===== src/rtl/vc_pkg.sv =====
// Shared parameters and width helpers for the valid/credit link blocks
// (vc_credit_arbiter and vc_vr_converter).
package vc_pkg;

    localparam int DATA_WIDTH = 8;
    localparam int CREDIT_NUM = 2;
    localparam int REQ_NUM    = 4;

    // Width of a counter that must hold 0..n inclusive.
    function automatic int credit_w(input int n);
        return $clog2(n + 1);
    endfunction

    // Width of an index into n requesters; never narrower than one bit.
    function automatic int req_w(input int n);
        return (n < 2) ? 1 : $clog2(n);
    endfunction

endpackage


===== src/rtl/vc_credit_arbiter_if.sv =====
// Requester-side valid/ready bundle plus the credit link and status signals of
// the credit arbiter. The master modport is the arbiter's view.
interface vc_credit_arbiter_if
    import vc_pkg::*;
#(
    parameter int DW = vc_pkg::DATA_WIDTH,
    parameter int CN = vc_pkg::CREDIT_NUM,
    parameter int RN = vc_pkg::REQ_NUM
);
    logic [RN*DW-1:0]         s_data;
    logic [RN-1:0]            s_valid;
    logic [RN-1:0]            s_ready;
    logic [DW-1:0]            m_data;
    logic                     m_valid;
    logic                     m_credit;
    logic [credit_w(CN)-1:0]  credit_cnt;
    logic [req_w(RN)-1:0]     grant_id;
    logic                     err;

    modport master (
        input  s_data, s_valid, m_credit,
        output s_ready, m_data, m_valid, credit_cnt, grant_id, err
    );

    modport slave (
        output s_data, s_valid, m_credit,
        input  s_ready, m_data, m_valid, credit_cnt, grant_id, err
    );
endinterface


===== src/rtl/vc_rr_arbiter.sv =====
// Combinational round-robin picker: first active request found from ptr+1
// upward, wrapping. The pointer register belongs to the caller.
module vc_rr_arbiter
    import vc_pkg::*;
#(
    parameter  int REQ_NUM = 4,
    localparam int REQ_W   = req_w(REQ_NUM)
) (
    input  logic [REQ_NUM-1:0] req,
    input  logic [REQ_W-1:0]   ptr,
    input  logic               en,
    output logic [REQ_NUM-1:0] gnt,
    output logic [REQ_W-1:0]   gnt_idx
);
    logic [REQ_W-1:0] cand [REQ_NUM];

    // cand[k] is the requester examined at search position k (priority order).
    for (genvar gi = 0; gi < REQ_NUM; gi++) begin : g_cand
        assign cand[gi] = REQ_W'((32'(ptr) + 32'(gi + 1)) % 32'(REQ_NUM));
    end

    always_comb begin
        logic found;
        found   = 1'b0;
        gnt     = '0;
        gnt_idx = ptr;
        for (int k = 0; k < REQ_NUM; k++) begin
            if (en && !found && req[cand[k]]) begin
                found         = 1'b1;
                gnt[cand[k]]  = 1'b1;
                gnt_idx       = cand[k];
            end
        end
    end
endmodule


===== src/rtl/vc_credit_arbiter.sv =====
// Shares one valid/credit link among REQ_NUM valid/ready requesters with
// round-robin fairness and sender-side credit tracking.
module vc_credit_arbiter
    import vc_pkg::*;
#(
    parameter int DATA_WIDTH = vc_pkg::DATA_WIDTH,
    parameter int CREDIT_NUM = vc_pkg::CREDIT_NUM,
    parameter int REQ_NUM    = vc_pkg::REQ_NUM
) (
    input logic               clk,
    input logic               rst_n,
    vc_credit_arbiter_if.master bus
);
    localparam int CW = credit_w(CREDIT_NUM);
    localparam int RW = req_w(REQ_NUM);

    logic [CW-1:0]         cnt_reg, cnt_next;
    logic [RW-1:0]         ptr_reg;
    logic                  m_valid_reg;
    logic [DATA_WIDTH-1:0] m_data_reg;
    logic                  err_reg;
    logic                  overflow;
    logic                  eligible;
    logic                  send;
    logic [REQ_NUM-1:0]    gnt;
    logic [RW-1:0]         gnt_idx;
    logic [DATA_WIDTH-1:0] slice [REQ_NUM];

    for (genvar gi = 0; gi < REQ_NUM; gi++) begin : g_slice
        assign slice[gi] = bus.s_data[gi*DATA_WIDTH +: DATA_WIDTH];
    end

    // Eligibility looks only at the registered count, so a returning credit
    // never reaches s_ready combinationally.
    assign eligible = (cnt_reg != '0);

    vc_rr_arbiter #(.REQ_NUM(REQ_NUM)) u_rr (
        .req     (bus.s_valid),
        .ptr     (ptr_reg),
        .en      (eligible),
        .gnt     (gnt),
        .gnt_idx (gnt_idx)
    );

    assign send = |gnt;

    always_comb begin
        cnt_next = cnt_reg;
        overflow = 1'b0;
        if (send && !bus.m_credit) begin
            cnt_next = cnt_reg - CW'(1);
        end else if (!send && bus.m_credit) begin
            if (cnt_reg == CW'(CREDIT_NUM)) begin
                overflow = 1'b1;
            end else begin
                cnt_next = cnt_reg + CW'(1);
            end
        end
    end

    always_ff @(posedge clk or negedge rst_n) begin
        if (!rst_n) begin
            cnt_reg     <= CW'(CREDIT_NUM);
            ptr_reg     <= RW'(REQ_NUM - 1);
            m_valid_reg <= 1'b0;
            m_data_reg  <= '0;
            err_reg     <= 1'b0;
        end else begin
            cnt_reg     <= cnt_next;
            m_valid_reg <= send;
            if (send) begin
                ptr_reg    <= gnt_idx;
                m_data_reg <= slice[gnt_idx];
            end
            if (overflow) begin
                err_reg <= 1'b1;
            end
        end
    end

    assign bus.s_ready    = gnt;
    assign bus.m_data     = m_data_reg;
    assign bus.m_valid    = m_valid_reg;
    assign bus.credit_cnt = cnt_reg;
    assign bus.grant_id   = ptr_reg;
    assign bus.err        = err_reg;
endmodule


===== src/flat_wrapper.sv =====
// flat-port wrapper written by rule: the top's interface ports become plain ports
module vc_credit_arbiter_flat import vc_pkg::*;
#(
    parameter int DATA_WIDTH = vc_pkg::DATA_WIDTH,
    parameter int CREDIT_NUM = vc_pkg::CREDIT_NUM,
    parameter int REQ_NUM    = vc_pkg::REQ_NUM
)
  (clk, rst_n, bus_s_data, bus_s_valid, bus_m_credit, bus_s_ready, bus_m_data, bus_m_valid, bus_credit_cnt, bus_grant_id, bus_err);
  vc_credit_arbiter_if #(.DW((8)), .CN((2)), .RN((4))) bus_i ();
  input logic clk;
  input logic rst_n;
  input wire logic [$bits(bus_i.s_data)-1:0] bus_s_data;
  input wire logic [$bits(bus_i.s_valid)-1:0] bus_s_valid;
  input wire logic [$bits(bus_i.m_credit)-1:0] bus_m_credit;
  output wire logic [$bits(bus_i.s_ready)-1:0] bus_s_ready;
  output wire logic [$bits(bus_i.m_data)-1:0] bus_m_data;
  output wire logic [$bits(bus_i.m_valid)-1:0] bus_m_valid;
  output wire logic [$bits(bus_i.credit_cnt)-1:0] bus_credit_cnt;
  output wire logic [$bits(bus_i.grant_id)-1:0] bus_grant_id;
  output wire logic [$bits(bus_i.err)-1:0] bus_err;
  assign bus_i.s_data = bus_s_data;
  assign bus_i.s_valid = bus_s_valid;
  assign bus_i.m_credit = bus_m_credit;
  assign bus_s_ready = bus_i.s_ready;
  assign bus_m_data = bus_i.m_data;
  assign bus_m_valid = bus_i.m_valid;
  assign bus_credit_cnt = bus_i.credit_cnt;
  assign bus_grant_id = bus_i.grant_id;
  assign bus_err = bus_i.err;
  vc_credit_arbiter #(.DATA_WIDTH(DATA_WIDTH), .CREDIT_NUM(CREDIT_NUM), .REQ_NUM(REQ_NUM)) u_core (.clk(clk), .rst_n(rst_n), .bus(bus_i));
endmodule

===== config.mk =====
export PLATFORM = sky130hd
export DESIGN_NAME = vc_credit_arbiter_flat
export DESIGN_NICKNAME = d
export VERILOG_FILES = /design/src/rtl/vc_pkg.sv /design/src/rtl/vc_credit_arbiter_if.sv /design/src/rtl/vc_rr_arbiter.sv /design/src/rtl/vc_credit_arbiter.sv /design/src/flat_wrapper.sv
export SDC_FILE = /design/constraint.sdc
export NUM_CORES = 1
export LEC_CHECK = 0
export BUFFER_PORTS_ARGS = -buffer_cell sky130_fd_sc_hd__buf_2
export CAP_MARGIN = 20
export CORE_MARGIN = 4
export CORE_UTILIZATION = 47
export DETAILED_ROUTE_END_ITERATION = 12
export PLACE_DENSITY_LB_ADDON = 0.1
export SYNTH_ARGS = -nofsm -noshare
export SYNTH_HDL_FRONTEND = slang
export SYNTH_HIERARCHICAL = 1
export SYNTH_SLANG_ARGS = --single-unit

===== constraint.sdc =====
create_clock -name clk -period 4.55 [get_ports clk]
set_input_delay 0.6825 -clock clk [delete_from_list [all_inputs] [get_ports clk]]
set_output_delay 0.6825 -clock clk [all_outputs]
set_load 0.03 [all_outputs]

# Yosys cells after proc, flatten, opt, wreduce, memory -nomap -nowiden
# Cells that the tools add are included.
# word_totals
register_bits,14
wordCells,84
input_bits,39
# classes
n_reduce_logical,22
n_lt_le_gt_ge,9
n_addsub,6
n_eq_ne,2
n_mux,36
n_bitwise,4
# op_table
cell,count
binary-select mux 8 bit (select 2 bit),1
two-way mux 4 bit,4
two-way mux 8 bit,2
two-way mux 1 bit,14
two-way mux 2 bit,7
logical AND 1 bit,13
"< comparator 2 x 3 -> 1 bit, second input constant",4
OR 4 bit,3
binary-select mux 1 bit (select 2 bit),4
demux 1 bit (select 2 bit),4
">= comparator 2 x 1 -> 1 bit, second input constant",4
"adder 2 x 1 -> 2 bit, second input constant",3
logical NOT 1 bit,5
"adder 2 bit, second input constant",2
nonzero test 2 bit,2
OR reduction 4 bit,1
">= comparator 3 bit, second input constant",1
inverter 2 -> 3 bit,1
"equality test 2 bit, second input constant",1
"!= test 2 x 1 -> 1 bit, second input constant",1
AND reduction 2 bit,1
"subtractor 2 x 1 -> 2 bit, second input constant",1

# Longest topological paths before layout
# Gate-level depths: netlist of the first run.
# depth
depth_word,22
ltp_mapped,15

# Modules after synthesis
# The synthesis of the first run kept the hierarchy.
# modules_own_cells
mod,n_inst,cells_per_inst,seq_area_each_um2,area_each_um2
vc_credit_arbiter,1,49,354.1,773.2
vc_rr_arbiter,1,50,0.0,465.4

# Worst setup path before layout of the first run
# OpenSTA, ideal clock, no wires.
# synth_path
kind,register -> register
from,"register u_core.ptr_reg[0], in the netlist u_core/bus.grant_id[0]"
to,"register u_core.cnt_reg[0], in the netlist u_core/bus.credit_cnt[0]"
path_buffers,2
path_stages_with_launch,16
setup_slack_ns,0.784
required_time_ns,4.432
arrival_ns,3.648
path_cell_list,dfstp_2 > buf_6 > inv_1 > ha_1 > mux4_2 > nor2b_4 > and2_4 > a222oi_1 > inv_1 > nor4_2 > buf_4 > inv_1 > ha_1 > nor2b_1 > nor3_1 > a21o_1
# synth_between
elab_chain_len,22
# synth_lines
item,line,source
"start, declared",vc_credit_arbiter.sv:18,logic [RW-1:0] ptr_reg;
"start signal, assigned",vc_credit_arbiter.sv:64,ptr_reg <= RW'(REQ_NUM - 1);
"start signal, assigned",vc_credit_arbiter.sv:72,ptr_reg <= gnt_idx;
"parallel branches: the longest is 16 deep, another holds < comparator 2 x 3 -> 1 bit",--,
two-way mux 4 bit (*),vc_rr_arbiter.sv:28,if (en && !found && req[cand[k]]) begin
named net bus_s_ready[1],flat_wrapper.sv:15,output wire logic [$bits(bus_i.s_ready)-1:0] bus_s_ready;
OR reduction 4 bit (*),vc_credit_arbiter.sv:45,assign send = |gnt;
named net u_core.send,vc_credit_arbiter.sv:24,logic send;
logical NOT 1 bit,vc_credit_arbiter.sv:52,end else if (!send && bus.m_credit) begin
logical AND 1 bit,vc_credit_arbiter.sv:52,
nonzero test 2 bit (no source line),--,
AND reduction 2 bit (no source line),--,
"end signal, assigned",vc_credit_arbiter.sv:63,cnt_reg <= CW'(CREDIT_NUM);
"end signal, assigned",vc_credit_arbiter.sv:69,cnt_reg <= cnt_next;
"end, declared",vc_credit_arbiter.sv:17,"logic [CW-1:0] cnt_reg, cnt_next;"
# Mark *: on every way through the listed nets, which the timed path passes. The select of a mux whose other input is x is not followed.
# A chain may end at the register's enable or synchronous reset.

# Worst setup path in the final report of the first run
# layout_path
from,"register u_core.ptr_reg[0], in the netlist u_core/bus.grant_id[0]"
to,"register u_core.cnt_reg[0], in the netlist u_core/bus.credit_cnt[0]"
# layout_between
elab_chain_len,22
# layout_lines
item,line
"parallel branches: the longest is 16 deep, another holds < comparator 2 x 3 -> 1 bit",--
two-way mux 4 bit (*),vc_rr_arbiter.sv:28
OR reduction 4 bit (*),vc_credit_arbiter.sv:45
named net u_core.send,vc_credit_arbiter.sv:24
logical NOT 1 bit,vc_credit_arbiter.sv:52
logical AND 1 bit,vc_credit_arbiter.sv:52
nonzero test 2 bit (no source line),--
AND reduction 2 bit (no source line),--
# Marks and branches as above.

==> results.md, run 1 <==
GRT:
- The number of global-route vias before repair was 1132.
- Global routing finished with a remaining overflow of 0.
- The first global-routing pass estimated 4.954 mm of wire.
- Entering global routing, the biggest net connects 17 pins.
- Across every metal layer, demand over resource in global routing totals 18.25%.
- The initial antenna violation count is 0.

Floorplanning:
- The floorplan step defined a core boundary enclosing 2500 um^2.
- The initial core utilization is 49.55%.
- The count of standard-cell rows is 18.
- During I/O placement, the number of pins put on the boundary was 57.
- The die outline height is 59.34 um.
- The x dimension of the die is 59.34 um.
- The die footprint is 3521 um^2.

Finish:
- Leaving out fill and tap cells, the most frequent cells in the layout are sky130_fd_sc_hd__buf_2 (56), sky130_fd_sc_hd__mux2_2 (12), sky130_fd_sc_hd__mux4_2 (11), sky130_fd_sc_hd__dfrtp_1 (11).
- With fillers left out, the area of the finished cells amounts to 1570 um^2.
- The core utilization of the finished layout is 62.81%.
- The flip-flop count of the largest register, all copies and words added is 8.
- The final antenna diode count is 0.
- In the final design database the tool counted 206 nets.
- The fraction of final layout cells with drive strength greater than 1 is 59.62%.
- The synthesis-to-finish area growth is 26.77%.
- The filler cell count is 215.
- The most common cell after layout, fill and taps aside is sky130_fd_sc_hd__buf_2.

Timing:
- The relative max-transition margin is 37.23%.
- The number of setup violations in the final report is 0.
- Across the routed clock network, the largest skew measured is 2.177 ps.
- Setup repair after global routing left no endpoint under its margin.
- Setup total negative slack on the finished layout was measured at 0 ps.
- For the pin with the worst max-slew slack, the measured transition is 941.5 ps.
- Subtracting the final worst setup slack from the clock period gives 3666 ps.
- Across all setup checks in the final design, the least slack found is 884.5 ps.
- Timing would allow up to 0.2728 GHz.
- The final hold violation count came to 0.
- The fraction of the cycle the final worst path needs is 80.56%.
- The number of max-slew violations in the final report came to 0.

Worst setup path:
- The count of buffering cells on the critical path with inverters included is 4.
- The critical path in this run is classified as reg2reg.
- In this design, the largest share of critical-path delay is due to simple AND/OR/NAND/NOR gates.
- The maximum fanout along the worst path is 16.
- On the critical path, the stage with the largest delay is an instance of sky130_fd_sc_hd__dfstp_2.
- The required time of the critical path is 4720 ps.
- The signal on the critical path passes through inv_1 -> ha_1 -> mux4_2 -> nor2b_4 -> and2_4 -> a222oi_1 -> inv_1 -> nor4_2 -> buf_4 -> inv_1 -> ha_1 -> nor2b_1 -> nor3_1 -> a21o_1.
- In this run the number of cells on the critical path is 14.
- The slack of the worst reg-to-reg path is 880 ps.
- The arrival time at the worst endpoint is 3830 ps.
- The endpoint kind of the worst setup timing path is a register.
- The cell depth of the worst flop-to-flop path is 14.
- The delay of the slowest critical-path stage is 730 ps.
- The worst setup path is launched from a register.
- The most numerous cell type found on the critical path is sky130_fd_sc_hd__inv_1.

Routing:
- The DRC violation count after routing is 0.
- The routed wire length per instance is 14.92 um.
- The first TritonRoute pass finished after 4 iterations.
- After detailed routing, the total wire length is 2.775 mm.
- The via count is 1043.
- The number of vias per cell after detailed routing is 5.608.
- The detail route stage leaves a number of antenna-violating nets equal to 0.
- The detailed router's first-iteration violation count is 42.

Clocking:
- The clock transition time at the flip-flop clock pins of the worst setup and hold paths is 80 ps.
- In this run the number of H-tree levels came out at 1.
- The number of hold buffers added after CTS was 0.
- The TritonCTS buffer count is 3.
- The tree is rooted in a sky130_fd_sc_hd__clkbuf_4.
- The number of sinks handled by clock tree synthesis is 14.
- TritonCTS built the clock tree.
- The maximum count of clock buffers along a single path is 2.
- The post-cts gate resize count is 0.
- The clock insertion delay at the later pin of the skew report is 270 ps.
- In this run the post-CTS setup repair buffer count came out at 0.

Synth:
- The net count after synthesis is 148.
- The number of cells produced by synthesis is 99.
- During synthesis, Yosys emitted a total of 6 warnings.
- The synthesized area per cell is 12.51 um^2.
- The count of cell types in the netlist is 31.
- Counting flops with a built-in enable in the synthesized netlist gives 0.
- The most used flip-flop cell after synthesis is sky130_fd_sc_hd__dfrtp_1.
- The sequential element share of the synthesized area is 28.59%.
- For this run, asynchronously set or reset flops after synthesis account for 100.0%.
- The flip-flop and latch count after synthesis is 14.
- The post-synthesis instance area is 1239 um^2.

Place:
- Port buffering added 56 buffers.
- The routability-driven placement congestion ratio is 0.8453.
- After detailed placement, the total cell area comes to 1534 um^2.
- Prior to clock tree synthesis, the placed netlist has a worst setup slack of 894.1 ps.
- After legalization and detailed placement, the total HPWL measured 2.235 mm.

Run status:
- The flow ran to the end, and the final reports show no timing, DRC or antenna violations.

Min path:
- In this run the worst hold path is classified as in2async.

Run:
- Max-cap violations in this run came to 0.
-- synth_stat cells (all sizes together), types with 2 or more instances --
| library cell | number | area share (%) |
|---|---|---|
| xnor2 | 2 | 1.4 |
| mux2 | 12 | 11 |
| buf | 3 | 2.4 |
| clkbuf | 2 | 0.61 |
| ha | 10 | 10 |
| a222oi | 4 | 3.2 |
| o21ai | 3 | 1.2 |
| a21o | 3 | 1.8 |
| dfrtp | 11 | 22 |
| nor2 | 3 | 0.91 |
| inv | 10 | 3.0 |
| nor2b | 4 | 2.6 |
| dfstp | 3 | 6.4 |
| a22o | 4 | 2.8 |
| mux4 | 12 | 22 |
-- path summary, 6_finish.rpt --
path | startpoint | endpoint
setup / recovery | u_core/bus.grant_id[0] | u_core/bus.credit_cnt[0]
hold reg to reg | u_core/bus.err | u_core/bus.err
setup reg to reg | u_core/bus.grant_id[0] | u_core/bus.credit_cnt[0]
min in group clk | u_core/bus.err | u_core/bus.err
hold / removal | rst_n | u_core/bus.m_data[3]
max in group asynchronous | rst_n | u_core/bus.credit_cnt[1]
-- through the flow --
step,cells,hold WS [ps]
after CTS,186,293.0
after detailed placement,182,458.3
final,186,289.6
after floorplan,99,386.9
after global routing,186,300.7
after global placement,182,462.0
-- layout make-up --
type	instances	area, um^2	share of cell area, %
multi-input cells	70	809.5	51.55
flip-flops and latches	14	354.1	22.55
repair buffers	58	295.3	18.80
inverters	10	37.54	2.390
well taps	30	37.54	2.390
clock buffers	4	36.28	2.311
-- per-layer routing --
metal / share of wire [%] / GRT usage, % / vias to the layer above
li1: - / - / 495
met1: 39 / 21.57 / 510
met2: 54 / 32.14 / 36
met3: 7.2 / 4.575 / 2
met4: 0.47 / 5.825 / 0
met5: 0 / 0 / -
-- cell families after synthesis --
family	after synthesis	share of synthesized area (%)
DFF	14	28.59
and+or+nand+nor	14	7.778
muxes	25	33.84
xor gates and xnor gates	3	2.122
adders and majority gates	10	10.10
AOI/OAI and AO/OA	18	11.52
buffers and inverters	15	6.061
Power of run 1 is not shown: default switching activity piles up to over one toggle a cycle in this logic, so the estimate is an artifact.
==> run 2: changes to the inputs <==
--- a/config.mk
+++ b/config.mk
@@ -8,7 +8,7 @@
 export BUFFER_PORTS_ARGS = -buffer_cell sky130_fd_sc_hd__buf_2
 export CAP_MARGIN = 20
 export CORE_MARGIN = 4
-export CORE_UTILIZATION = 47
+export CORE_UTILIZATION = 42
 export DETAILED_ROUTE_END_ITERATION = 12
 export PLACE_DENSITY_LB_ADDON = 0.1
 export SYNTH_ARGS = -nofsm -noshare
==> constraint.sdc (replaced) <==
create_clock -name clk -period 3.1 [get_ports clk]
set_input_delay 0.465 -clock clk [delete_from_list [all_inputs] [get_ports clk]]
set_output_delay 0.465 -clock clk [all_outputs]
set_load 0.03 [all_outputs]
==> results.md, run 2 (synthesis gave the netlist of run 1 again) <==
Finish:
- The number of nets at the end of the flow is 222 (+7.8%).
- The fraction of final layout cells with drive strength greater than 1 was 69.77% (+10 points).
- The register area is 354.1 um^2 (unchanged).
- The final antenna diode count came to 0 (unchanged).
- The library cell used most frequently in the layout, excluding fill and tap cells, is sky130_fd_sc_hd__buf_2.
- Leaving out fill and tap cells, the most frequent cells in the layout are sky130_fd_sc_hd__buf_2 (52), sky130_fd_sc_hd__buf_4 (11), sky130_fd_sc_hd__mux4_2 (11), sky130_fd_sc_hd__dfrtp_1 (11), sky130_fd_sc_hd__buf_6 (8).
- The flip-flop count of the largest register, all copies and words added is 8 (unchanged).
- The footprint of the multi-input gates is 894.6 um^2 (+11%).
- The filler cell count is 215 (unchanged).
- The synthesis-to-finish area growth is 49.80%.

Timing:
- The minimum setup slack in the final design was -140.7 ps (-1025 ps).
- The worst path in the final design needs a cycle of 3241 ps, including I/O delays and setup.
- The final hold violation count is 0 (unchanged).
- The fraction of the cycle the final worst path needs is 104.5%.
- The worst hold slack across all endpoints is 68.37 ps (-221.2 ps).
- The relative max-transition margin is 36.24% (-0.99 points).
- The number of setup violations in the final report was 15 (+15).
- The measured slew at the worst slew-check pin is 956.3 ps (+14.84 ps).
- The timing-limited maximum frequency is 0.3086 GHz.
- The setup clock skew after layout was 1.971 ps (-0.2059 ps).
- The number of max-slew violations in the final report is 0 (unchanged).
- Setup repair after global routing could not meet its margin everywhere.

Worst setup path:
- The endpoint kind of the worst setup timing path is an output pin.
- The slack of the worst reg-to-reg path is -130 ps (-1010 ps).
- The launching element type of the critical path is a register.
- Broken down by cell family, the worst path's largest delay share belongs to flip-flops.
- The cell occurring most often along the worst timing path is sky130_fd_sc_hd__buf_6.
- The capture instance of the worst register-to-register path is u_core/bus.m_data[3].
- The cell depth of the worst flop-to-flop path is 12 (-2).
- The worst setup path is of the reg2out kind.
- The arrival time at the worst endpoint is 2780 ps (-1050 ps).
- The slowest cell on the critical path is sky130_fd_sc_hd__dfstp_2.
- The maximum fanout along the worst path came to 5 (-11).
- In this run the worst setup path begins at u_core/bus.grant_id[0].
- In this run the worst setup path terminates at bus_s_ready[1].
- The number of logic stages on the critical path including buffering is 10 (-4).
- The delay of the slowest critical-path stage is 600 ps (-130 ps).
- The required time of the critical path came to 2630 ps (-2090 ps).
- The count of buffering cells on the critical path with inverters included is 5 (+1).
- Traced cell by cell, the critical path runs through clkinvlp_4 -> ha_4 -> mux4_2 -> nor2b_4 -> and2_4 -> a222oi_1 -> inv_2 -> buf_4 -> buf_6 -> buf_6.
- The startpoint identified for the worst register-to-register timing path is u_core/bus.grant_id[0].

Place:
- The HPWL after detailed placement was 2.446 mm (+9.5%).
- The routability-driven placement congestion ratio came to 0.8383 (-0.83%).
- The post-placement setup slack is -86.70 ps (-980.8 ps).
- The port buffer count is 56 (unchanged).

GRT:
- The overall track demand over capacity in global routing was 16.35% (-1.9 points).
- The number of global-route vias before repair is 1098 (-3.0%).
- The overall overflow remaining after global route is 0 (unchanged).
- The initial antenna violation count is 0 (unchanged).
- The largest net degree at the start of global routing is 15 (-2).
- The first-pass GRT wire length is 5.188 mm (+4.7%).

Routing:
- The routed wire length per instance is 15.78 um (+5.8%).
- The total iterations of the first detailed-routing run is 4 (unchanged).
- The DRC violation count after routing was 0 (unchanged).
- The remaining antenna violation count after routing is 0 (unchanged).
- The detailed router's first-iteration violation count is 47 (+12%).
- The sum of routed wire length over all layers came to 3.203 mm (+15%).
- The via count is 1108 (+6.2%).
- The number of vias per cell after detailed routing is 5.458 (-2.7%).

Floorplanning:
- The die footprint is 3882 um^2 (+10%).
- The area of the core region came to 2781 um^2 (+11%).
- The top-level port count was 57 (unchanged).
- The x dimension of the die is 62.31 um (+5.0%).
- The count of standard-cell rows was 19 (+1).
- The die outline height is 62.31 um (+5.0%).
- The initial core utilization was 44.53% (-5.0 points).

Clocking:
- The TritonCTS buffer count was 3 (unchanged).
- The deepest level of the CTS H-tree was 1 (unchanged).
- The maximum count of clock buffers along a single path is 2 (unchanged).
- The cell at the root of the clock tree is sky130_fd_sc_hd__clkbuf_4.
- The clock tree from TritonCTS is built.
- The clock insertion delay at the later pin of the skew report came to 280 ps (about the same).
- The clock transition time at the flip-flop clock pins of the worst setup and hold paths is 90 ps (about the same).
- The number of sinks handled by clock tree synthesis was 14 (unchanged).

Run status:
- The run finished, with violations left.
- The final reports fail on setup timing.

Run:
- The count of max-cap constraint violations is 0 (unchanged).

Min path:
- The tightest min-delay check is of the in2async type.
-- run 2: through the flow --
stage | utilization (%) | cells | instance area, um^2 | TNS [ps]
after global placement | 59.96 | 192 | 1668 | -127.2
after detailed placement | 59.96 | 192 | 1668 | -627.5
after CTS | 64.42 | 200 | 1792 | -161.0
final | 66.71 | 203 | 1856 | -1179
after floorplan | - | 99 | 1282 | -3822
after global routing | 66.71 | 203 | 1856 | -3959
-- run 2: layout make-up --
type,count,area share (%)
Clock buffer,4,1.955
Inverter,10,2.360
Multi-Input combinational cell,70,48.21
Sequential cell,14,19.08
Tap cell,31,2.090
Timing Repair Buffer,74,26.30
-- run 2: what timing repair did --
action | CTS | global route
gates resized for setup | 15 | 11
pin swaps | 6 | 2
hold buffers | 0 | 0
buffers inserted | 4 | 3
setup endpoints to repair | 15 | 17
-- run 2: worst min path at each step --
stage / start / to / slack [ps] / depth (start not counted)
finish: rst_n / u_core/bus.err / 70 / 1
global route: rst_n / u_core/bus.credit_cnt[0] / 80 / 1
CTS: rst_n / u_core/bus.err / 70 / 1
detailed placement: rst_n / u_core/bus.err / 380 / 1
global placement: rst_n / u_core/bus.err / 380 / 1
floorplan: rst_n / u_core/bus.credit_cnt[0] / 170 / 0
-- run 2: routing by layer --
metal  up-vias  track usage [%]  share of wire (%)
met2        35            28.24                 52
met5         -                0                  0
li1        527                -                  -
met4         0            5.570                1.3
met1       542            20.99                 41
met3         4            1.982                5.3
Power of run 2 is left out for the same reason.
